[src/rtl/seg_pkg.sv]
// Shared constants for the seven-segment scanner: controller states,
// hex glyph table and the output polarity helper.
package seg_pkg;

  typedef enum logic [1:0] {
    ST_IDLE   = 2'd0,
    ST_CONV   = 2'd1,
    ST_COMMIT = 2'd2
  } scan_state_t;

  // Active-high glyphs, bit order {g,f,e,d,c,b,a}.
  localparam logic [6:0] SEG_HEX [16] = '{
    7'h3F, 7'h06, 7'h5B, 7'h4F, 7'h66, 7'h6D, 7'h7D, 7'h07,
    7'h7F, 7'h6F, 7'h77, 7'h7C, 7'h39, 7'h5E, 7'h79, 7'h71
  };

  function automatic logic [6:0] hex_to_seg(input logic [3:0] nib);
    return SEG_HEX[nib];
  endfunction

  // Converts a logical "asserted" bit into the pin level.
  function automatic logic drive_level(input logic asserted, input logic active_low);
    return asserted ^ active_low;
  endfunction

endpackage

[src/rtl/bin2bcd_seq.sv]
// Sequential double-dabble converter: one shift-add-3 step per cycle,
// keeping only the low DIGITS BCD digits and flagging anything lost.
module bin2bcd_seq #(
  parameter int DIGITS = 8
) (
  input  logic                  clock,
  input  logic                  reset,
  input  logic                  start,
  input  logic [4*DIGITS-1:0]   bin,
  output logic                  busy,
  output logic                  done,
  output logic [4*DIGITS-1:0]   bcd,
  output logic                  overflow
);

  localparam int W  = 4 * DIGITS;
  localparam int CW = $clog2(W + 1);

  logic [W-1:0]  shreg;
  logic [W-1:0]  adj;
  logic [CW-1:0] steps_left;

  always_comb begin
    adj = bcd;
    for (int d = 0; d < DIGITS; d++) begin
      if (bcd[4*d +: 4] >= 4'd5) adj[4*d +: 4] = bcd[4*d +: 4] + 4'd3;
    end
  end

  always_ff @(posedge clock or negedge reset) begin
    if (!reset) begin
      shreg      <= '0;
      bcd        <= '0;
      steps_left <= '0;
      busy       <= 1'b0;
      done       <= 1'b0;
      overflow   <= 1'b0;
    end else begin
      done <= 1'b0;
      if (start && !busy) begin
        shreg      <= bin;
        bcd        <= '0;
        steps_left <= CW'(W);
        busy       <= 1'b1;
        overflow   <= 1'b0;
      end else if (busy) begin
        // adj[W-1] is the bit that falls off the top kept digit
        bcd        <= {adj[W-2:0], shreg[W-1]};
        shreg      <= {shreg[W-2:0], 1'b0};
        steps_left <= steps_left - CW'(1);
        if (adj[W-1]) overflow <= 1'b1;
        if (steps_left == CW'(1)) begin
          busy <= 1'b0;
          done <= 1'b1;
        end
      end
    end
  end

endmodule

[src/rtl/seg_scan_display.sv]
// Multiplexed seven-segment scanner with hex or decimal display register.
//   state     | meaning
//   ST_IDLE   | ready for load; hex loads complete here
//   ST_CONV   | binary-to-BCD conversion running, old display still scanned
//   ST_COMMIT | BCD result and overflow written to display register
module seg_scan_display import seg_pkg::*; #(
  parameter int DIGITS     = 8,
  parameter int CLK_DIV    = 100000,
  parameter int ACTIVE_LOW = 1
) (
  input  logic                  clock,
  input  logic                  reset,
  input  logic [4*DIGITS-1:0]   value,
  input  logic                  load,
  input  logic                  mode,
  input  logic                  lz_en,
  input  logic [DIGITS-1:0]     dp_mask,
  output logic                  ready,
  output logic                  overflow,
  output logic [DIGITS-1:0]     anode,
  output logic [7:0]            cathode
);

  localparam int   W     = 4 * DIGITS;
  localparam int   PRE_W = $clog2(CLK_DIV);
  localparam int   IDX_W = $clog2(DIGITS);
  localparam logic AL    = (ACTIVE_LOW != 0);

  scan_state_t state_q, state_d;

  logic [PRE_W-1:0] pre;
  logic [IDX_W-1:0] idx;
  logic             tick;
  logic [W-1:0]     disp;

  logic             conv_start, conv_busy, conv_done, conv_ovf;
  logic [W-1:0]     conv_bcd;
  logic             load_hex, commit;

  logic [3:0]        nib;
  logic              dp_bit, blank, any_nz;
  logic [DIGITS-1:0] sel, anode_d;
  logic [7:0]        seg_on, cathode_d;

  bin2bcd_seq #(.DIGITS(DIGITS)) u_bin2bcd (
    .clock    (clock),
    .reset    (reset),
    .start    (conv_start),
    .bin      (value),
    .busy     (conv_busy),
    .done     (conv_done),
    .bcd      (conv_bcd),
    .overflow (conv_ovf)
  );

  always_ff @(posedge clock or negedge reset) begin
    if (!reset) state_q <= ST_IDLE;
    else        state_q <= state_d;
  end

  always_comb begin
    state_d = state_q;
    case (state_q)
      ST_IDLE:   if (load && mode) state_d = ST_CONV;
      ST_CONV:   if (conv_done)    state_d = ST_COMMIT;
      ST_COMMIT: state_d = ST_IDLE;
      default:   state_d = ST_IDLE;
    endcase
  end

  always_comb begin
    ready      = (state_q == ST_IDLE);
    conv_start = ready && load && mode && !conv_busy;
    load_hex   = ready && load && !mode;
    commit     = (state_q == ST_COMMIT);
  end

  assign tick = (pre == PRE_W'(CLK_DIV - 1));

  always_ff @(posedge clock or negedge reset) begin
    if (!reset) begin
      pre <= '0;
      idx <= '0;
    end else begin
      pre <= tick ? '0 : pre + PRE_W'(1);
      if (tick) idx <= (idx == IDX_W'(DIGITS - 1)) ? '0 : idx + IDX_W'(1);
    end
  end

  always_ff @(posedge clock or negedge reset) begin
    if (!reset) begin
      disp     <= '0;
      overflow <= 1'b0;
    end else if (load_hex) begin
      disp     <= value;
      overflow <= 1'b0;
    end else if (commit) begin
      disp     <= conv_bcd;
      overflow <= conv_ovf;
    end
  end

  // Walk from the top digit down so any_nz means "this or a higher nibble is nonzero".
  always_comb begin
    nib    = '0;
    dp_bit = 1'b0;
    sel    = '0;
    blank  = 1'b0;
    any_nz = 1'b0;
    for (int i = DIGITS - 1; i >= 0; i--) begin
      any_nz = any_nz | (|disp[4*i +: 4]);
      if (idx == IDX_W'(i)) begin
        nib    = disp[4*i +: 4];
        dp_bit = dp_mask[i];
        sel[i] = 1'b1;
        blank  = lz_en && (i != 0) && !any_nz;
      end
    end
    seg_on = blank ? 8'h00 : {dp_bit, hex_to_seg(nib)};
    for (int i = 0; i < DIGITS; i++) anode_d[i] = drive_level(sel[i] && !blank, AL);
    for (int b = 0; b < 8; b++)      cathode_d[b] = drive_level(seg_on[b], AL);
  end

  always_ff @(posedge clock or negedge reset) begin
    if (!reset) begin
      anode   <= {DIGITS{AL}};
      cathode <= {8{AL}};
    end else begin
      anode   <= anode_d;
      cathode <= cathode_d;
    end
  end

endmodule

[config.mk]
export PLATFORM = sky130hd
export DESIGN_NAME = seg_scan_display
export DESIGN_NICKNAME = d
export VERILOG_FILES = /design/src/rtl/seg_pkg.sv /design/src/rtl/bin2bcd_seq.sv /design/src/rtl/seg_scan_display.sv
export SDC_FILE = /design/constraint.sdc
export NUM_CORES = 1
export LEC_CHECK = 0
export CORE_MARGIN = 3
export CORE_UTILIZATION = 59
export DETAILED_ROUTE_END_ITERATION = 8
export PLACE_DENSITY = 0.81
export SKIP_LAST_GASP = 1
export SYNTH_ARGS = -nofsm -noshare
export SYNTH_HDL_FRONTEND = slang
export SYNTH_SLANG_ARGS = --single-unit
export TNS_END_PERCENT = 20
[constraint.sdc]
create_clock -name clock -period 3.1 [get_ports clock]
set_input_delay 0.62 -clock clock [delete_from_list [all_inputs] [get_ports clock]]
set_output_delay 0.62 -clock clock [all_outputs]
set_load 0.05 [all_outputs]
======== Yosys cells after proc, flatten, opt, wreduce, memory -nomap -nowiden ========
Memory sizes are Yosys's and may differ from the RTL's.
Index checks and enable logic that the tools add are counted.
storage, ports and cells
  memory bits (writable) .................. 0
  logic and storage cells ................. 182
  latch bits .............................. 0
  register bits ........................... 144
  input bits .............................. 45
  output and inout port bits .............. 18
  bits in read-only memories .............. 112
  memories kept ........................... 1
memories
  memory            depth  width  read ports  clocked after Yosys merged registers in  write ports  line           RTL
  (name not given)  16     7      1           0                                        0            seg_pkg.sv:18  return SEG_HEX[nib];
cells by class
  reduce and logical (&&, ||, !) cells .... 45
  order comparisons ....................... 9
  $mul .................................... 0
  muxes and demuxes ....................... 67
  shift-type cells ........................ 0
  add/sub/neg operators ................... 11
  bitwise logic cells ..................... 23
  equality and inequality tests ........... 13
  div/mod/pow operators ................... 0
operators by type and width
  kind                                                                   count
  32-bit 2-to-1 mux                                                      6
  4-bit 2-to-1 mux                                                       16
  1-bit 2-to-1 mux                                                       35
  4-bit by 2-bit adder with 4-bit output, second input constant          8
  4-bit by 3-bit >= comparator with 1-bit output, second input constant  8
  4-bit OR reduction                                                     7
  1-bit logical AND                                                      21
  17-bit by 1-bit adder with 17-bit output, second input constant        1
  17-bit == test, second input constant                                  1
  17-bit 2-to-1 mux                                                      1
  1-bit NOT                                                              16
  7-bit 2-to-1 mux                                                       2
  3-bit == test, second input constant                                   4
  6-bit 2-to-1 mux                                                       2
  1-bit logical NOT                                                      10
  8-bit 2-to-1 mux                                                       1
  3-bit by 2-bit == test with 1-bit output, second input constant        2
  6-bit by 1-bit == test with 1-bit output, second input constant        1
  1-bit OR                                                               6
  2-bit nonzero test                                                     3
  6-bit by 1-bit subtractor with 6-bit output, second input constant     1
  5-bit >= comparator, second input constant                             1
  4-bit NOT with 5-bit output                                            1
  2-bit 2-to-1 mux                                                       2
  10 further kinds                                                       12

======== Depth between registers and ports, before layout ========
  depth after elaboration ................. 15
  gate-level depth with buffers ........... 13
  depth with buffers taken out ............ 11

======== By module ========
A second synthesis with hierarchy kept.
unflattened totals
  cells, all modules ...................... 802
  area, all modules ....................... 7863.8 µm²
modules (own cells, without submodules)
  module            times used  area an instance (µm²)  sequential area each (µm²)  cells an instance
  seg_scan_display  1           3987.6                  1796.7                      419
  bin2bcd_seq       1           3876.2                  1826.8                      383

======== Worst setup path after synthesis ========
Ideal clock, no wire load.
  path type ............................... flip-flop to flip-flop
  start point ............................. reg idx[2]
  end point ............................... reg cathode[3]
  cell stages (with the launch flop) ...... 14
  setup slack ............................. 430 ps
  required time ........................... 3021 ps
  library setup time ...................... 79 ps
  period minus slack after synthesis ...... 2670 ps
  path buffers ............................ 2
  arrival time ............................ 2592 ps
  cell sequence ........................... dfrtp_1 -> buf_2 -> clkinv_1 -> ha_1 -> clkbuf_1 -> inv_1 -> o22a_1 -> a22oi_1 -> a21oi_1 -> inv_1 -> ha_1 -> nor3_1 -> a211oi_1 -> o21ai_0
between the ends
  longest elaborated chain between the ends .. 15
  elaborated cells on any way between the ends .. 30
  classes of those cells .................. eq/ne (7); mux (19); bitwise (2); reduce/logical (1); memory (1)
RTL lines
  element                                               line                     RTL
  from (decl)                                           seg_scan_display.sv:32   logic [IDX_W-1:0] idx;
  from (signal assigned)                                seg_scan_display.sv:86   if (tick) idx <= (idx == IDX_W'(DIGITS - 1)) ? '0 : idx + IDX_W'(1);
  3-bit == test                                         seg_scan_display.sv:112  if (idx == IDX_W'(i)) begin
  4-bit 2-to-1 mux (8 in series)                        seg_scan_display.sv:112
  4-bit NOT with 5-bit output (not written as such)     seg_pkg.sv:18
  memory 16 x 7 bit                                     --
  7-bit 2-to-1 mux (not written as such) (2 in series)  seg_pkg.sv:18
  8-bit 2-to-1 mux *                                    seg_scan_display.sv:119  seg_on = blank ? 8'h00 : {dp_bit, hex_to_seg(nib)};
  1-bit NOT (no line) *                                 --
  named net cathode_d[3]                                seg_scan_display.sv:43   logic [7:0] seg_on, cathode_d;
  to (signal assigned)                                  seg_scan_display.sv:127  cathode <= {8{AL}};
  to (signal assigned)                                  seg_scan_display.sv:130  cathode <= cathode_d;
  to (decl)                                             seg_scan_display.sv:21   output logic [7:0] cathode
The timed path passes the listed nets; every way through them passes the cells marked *. The select of a mux whose other input is x is not followed.
A chain may end at the register's enable or synchronous reset.

======== Worst setup path after layout ========
  start point ............................. reg idx[0]
  end point ............................... reg cathode[3]
The elaborated chain is that of the path after synthesis.

==> results.yml <==
outcome:
  outcome: "completed"
job:
  maxCapViolations: 0
drt:
  routed_wl_um: 18290
  postRouteAntennaNets: 0
  routedWlPerCell_um: 17.15
  drt_iter0_drc: 694
  vias_per_cell: 5.917
  drt_pass1_iterations: 5
  drc: 0
  routed-via-count: 6313
critical_path:
  r2r_cells: 11
  critPathTopFamily: "adder cells"
  critical_path.startpoint_type: "flip-flop"
  reg2reg_to: "cathode[3]"
  path_class: "reg2reg"
  path_depth: 11
  crit_buf_inv: 2
  crit_top_cell: "ha_1"
  r2r_setup_slack_ps: 270
  crit_path_max_incr_delay_ps: 500
  cp.required_ps: 3450
  crit_path_end_kind: "flip-flop"
  path_cells: "ha_1 -> ha_1 -> inv_1 -> o22a_1 -> a22oi_1 -> a21oi_1 -> inv_1 -> ha_1 -> nor3_1 -> a211oi_1 -> o21ai_0"
  cp_slowest_cell: "ha_1"
  cp.arrival_ps: 3180
  rr_startpoint: "idx[0]"
  cp_max_fo: 13
synthesis:
  async_flop_share: 1.000
  synth_edf_count: 0
  syn_inst: 832
  ys.warnings.count: 0
  ys_seq_area_frac: 0.4640
  synth.avg_cell_area_sq_um: 9.386
  ys_seq_elements: 144
  synth_cell_type_count: 57
  syn_nets: 908
  syn_area_sq_um: 7809
  synth-main-ff-cell: "dfrtp_1"
worst_hold_path:
  hold_path_class: "in2async"
global_route:
  overflow: 0
  grt_pass1_wl_um: 30400
  grt_pass1_vias: 6162
  grt_max_degree: 84
  grt_usage: 0.2603
  antenna_found_initial: 0
clock_network:
  post_cts_buffers: 0
  cts_tree: "done"
  h-tree-depth: 4
  clkLatencyLatePin_ps: 430
  cts_sinks: 144
  cts_hold_buffers: 0
  path_clk_slew_ps: 60
  cts_repair_resize_count: 0
  clockRootBuffer: "clkbuf_16"
  cts-buffers-inserted: 17
  cts.path.max_buffers: 2
timing:
  timing.slew.headroom: 0.4814
  finalHoldViolCount: 0
  tightest_slew_ps: 778.0
  finalSetupViolations: 0
  fin_crit_sh: 0.9121
  fmax_mhz: 353.7
  finalSetupTns_ps: 0
  fin_ws_ps: 272.4
  period_minus_slack_ps: 2828
  report.final.slew_viol_count: 0
  fin_hold_ws_ps: 132.8
  finClkSkew_ps: 9.807
  rsz0062_at_grt: "no"
power_and_ir_drop:
  powerDensity_nw_per_um2: 450.8
  leakage_nw: 3.725
  ir_worst_vdd_uv: 390.6
layout:
  antenna_cells: 0
  num-nets-final: 958
  drive_above_1_share: 0.08045
  area_delta_synth_final_pct: 18.15
floorplanning:
  row_count: 41
  fp.dieW_um: 121.0
  die_h_um: 121.0
  die_area_sq_um: 14650
  core_area_sq_um: 12770
  initial_core_util: 0.6113
  pin_count: 63
placement:
  gp_congestion: 0.8652
  dpl.hpwl_um: 12570
  port_buffers: 62
  dp_slack_ps: 299.6
power by group:
part           internal (W)  leakage (nW)  total [W]  switching [W]
clock               0.00132         0.295    0.00216       0.000840
combinational     0.0000562          1.80   0.000115      0.0000585
sequential          0.00188          1.63    0.00188    0.000000143
cells in the mapped netlist, types with 8 or more instances:
cell,count,area [sq um]
a21oi_1,32,160.2
buf_2,13,65.06
clkbuf_1,30,112.6
dfrtp_1,128,3203
dfstp_2,16,420.4
ha_1,31,387.9
inv_1,33,123.9
mux2i_1,74,740.7
nand2_1,143,536.8
nand2b_1,16,100.1
nand3_1,22,110.1
nor2_1,32,120.1
nor2b_1,12,75.07
nor3_1,8,40.04
nor3b_1,10,75.07
o21ai_0,105,525.5
o31ai_1,20,150.1
xnor2_1,13,113.9
xor2_1,16,140.1
per-stage QoR:
stage | cell area, sq um | total power [W] | util | cells
final | 9226 | 0.004159 | 0.7223 | 1067
after global routing | 9226 | 0.004270 | 0.7223 | 1067
after CTS | 9226 | 0.004176 | 0.7223 | 1067
after detailed placement | 8598 | 0.002032 | 0.6731 | 1035
after global placement | 8598 | 0.002030 | 0.6731 | 1035
after floorplan | 7809 | 0.001922 | - | 832
logic make-up (layout without fill, tap and decap cells):
group,Yosys count,in the layout,share of synthesized area
xor+xnor,29,29,0.03253
buf+inv,80,143,0.04150
compound gates,199,199,0.1524
flops,144,144,0.4640
fa+ha+maj,31,31,0.04967
mux,75,75,0.09630
simple gates,274,274,0.1636
cell type report:
type / instances / area [sq um]
clock buffer: 19 / 452.9
clock inverter: 13 / 175.2
fill: 899 / 3547
inverter: 34 / 127.6
multi-input combinational: 608 / 3881
sequential: 144 / 3627
tap: 172 / 215.2
timing repair buffer: 77 / 747.0
worst register-to-register path, stage by stage (launching register included):
cell	delay (ps)
dfrtp_1	400
ha_1	190
ha_1	500
inv_1	200
o22a_1	260
a22oi_1	140
a21oi_1	100
inv_1	130
ha_1	250
nor3_1	290
a211oi_1	110
o21ai_0	180
routing by layer:
metal  GRT usage  part of all wire  up-vias  wire, um
met5           0                 0        -         0
met4     0.09773             0.019        0       350
met3     0.04569             0.052       34       957
met2      0.4133              0.48      206      8775
met1      0.3593              0.45     3074      8211
li1            -                 -     2999         -
flip-flops by register name (all words and copies together), names as in the netlist:
signal / flops
anode: 8
cathode: 8
disp: 32
idx: 3
overflow: 1
pre: 17
state_q: 2
u_bin2bcd.bcd: 32
u_bin2bcd.busy: 1
u_bin2bcd.done: 1
u_bin2bcd.overflow: 1
u_bin2bcd.shreg: 32
u_bin2bcd.steps_left: 6
worst max path at each step:
stage | from | end | slack, ps
after floorplan | idx[2] | cathode[3] | 430
after global placement | idx[1] | cathode[3] | 420
after detailed placement | idx[0] | cathode[3] | 300
after CTS | idx[0] | cathode[3] | 280
after global routing | idx[0] | cathode[3] | 4
final | idx[0] | cathode[3] | 270
layout by cell type, fill, tap and decap left out, types with 14 or more instances in the layout:
| cell type | synthesis | routed |
|---|---|---|
| buf_4 | 0 | 14 |
| nand2_1 | 143 | 143 |
| ha_1 | 31 | 31 |
| nor2_1 | 32 | 31 |
| inv_1 | 33 | 33 |
| dfrtp_1 | 128 | 127 |
| o21ai_0 | 105 | 105 |
| clkdlybuf4s50_1 | 0 | 61 |
| dfstp_2 | 16 | 16 |
| nand3_1 | 22 | 22 |
| a21oi_1 | 32 | 32 |
| nand2b_1 | 16 | 16 |
| mux2i_1 | 74 | 74 |
| o31ai_1 | 20 | 20 |
| xor2_1 | 16 | 16 |
| clkbuf_16 | 0 | 17 |
Power figures use the tool's default switching activity.
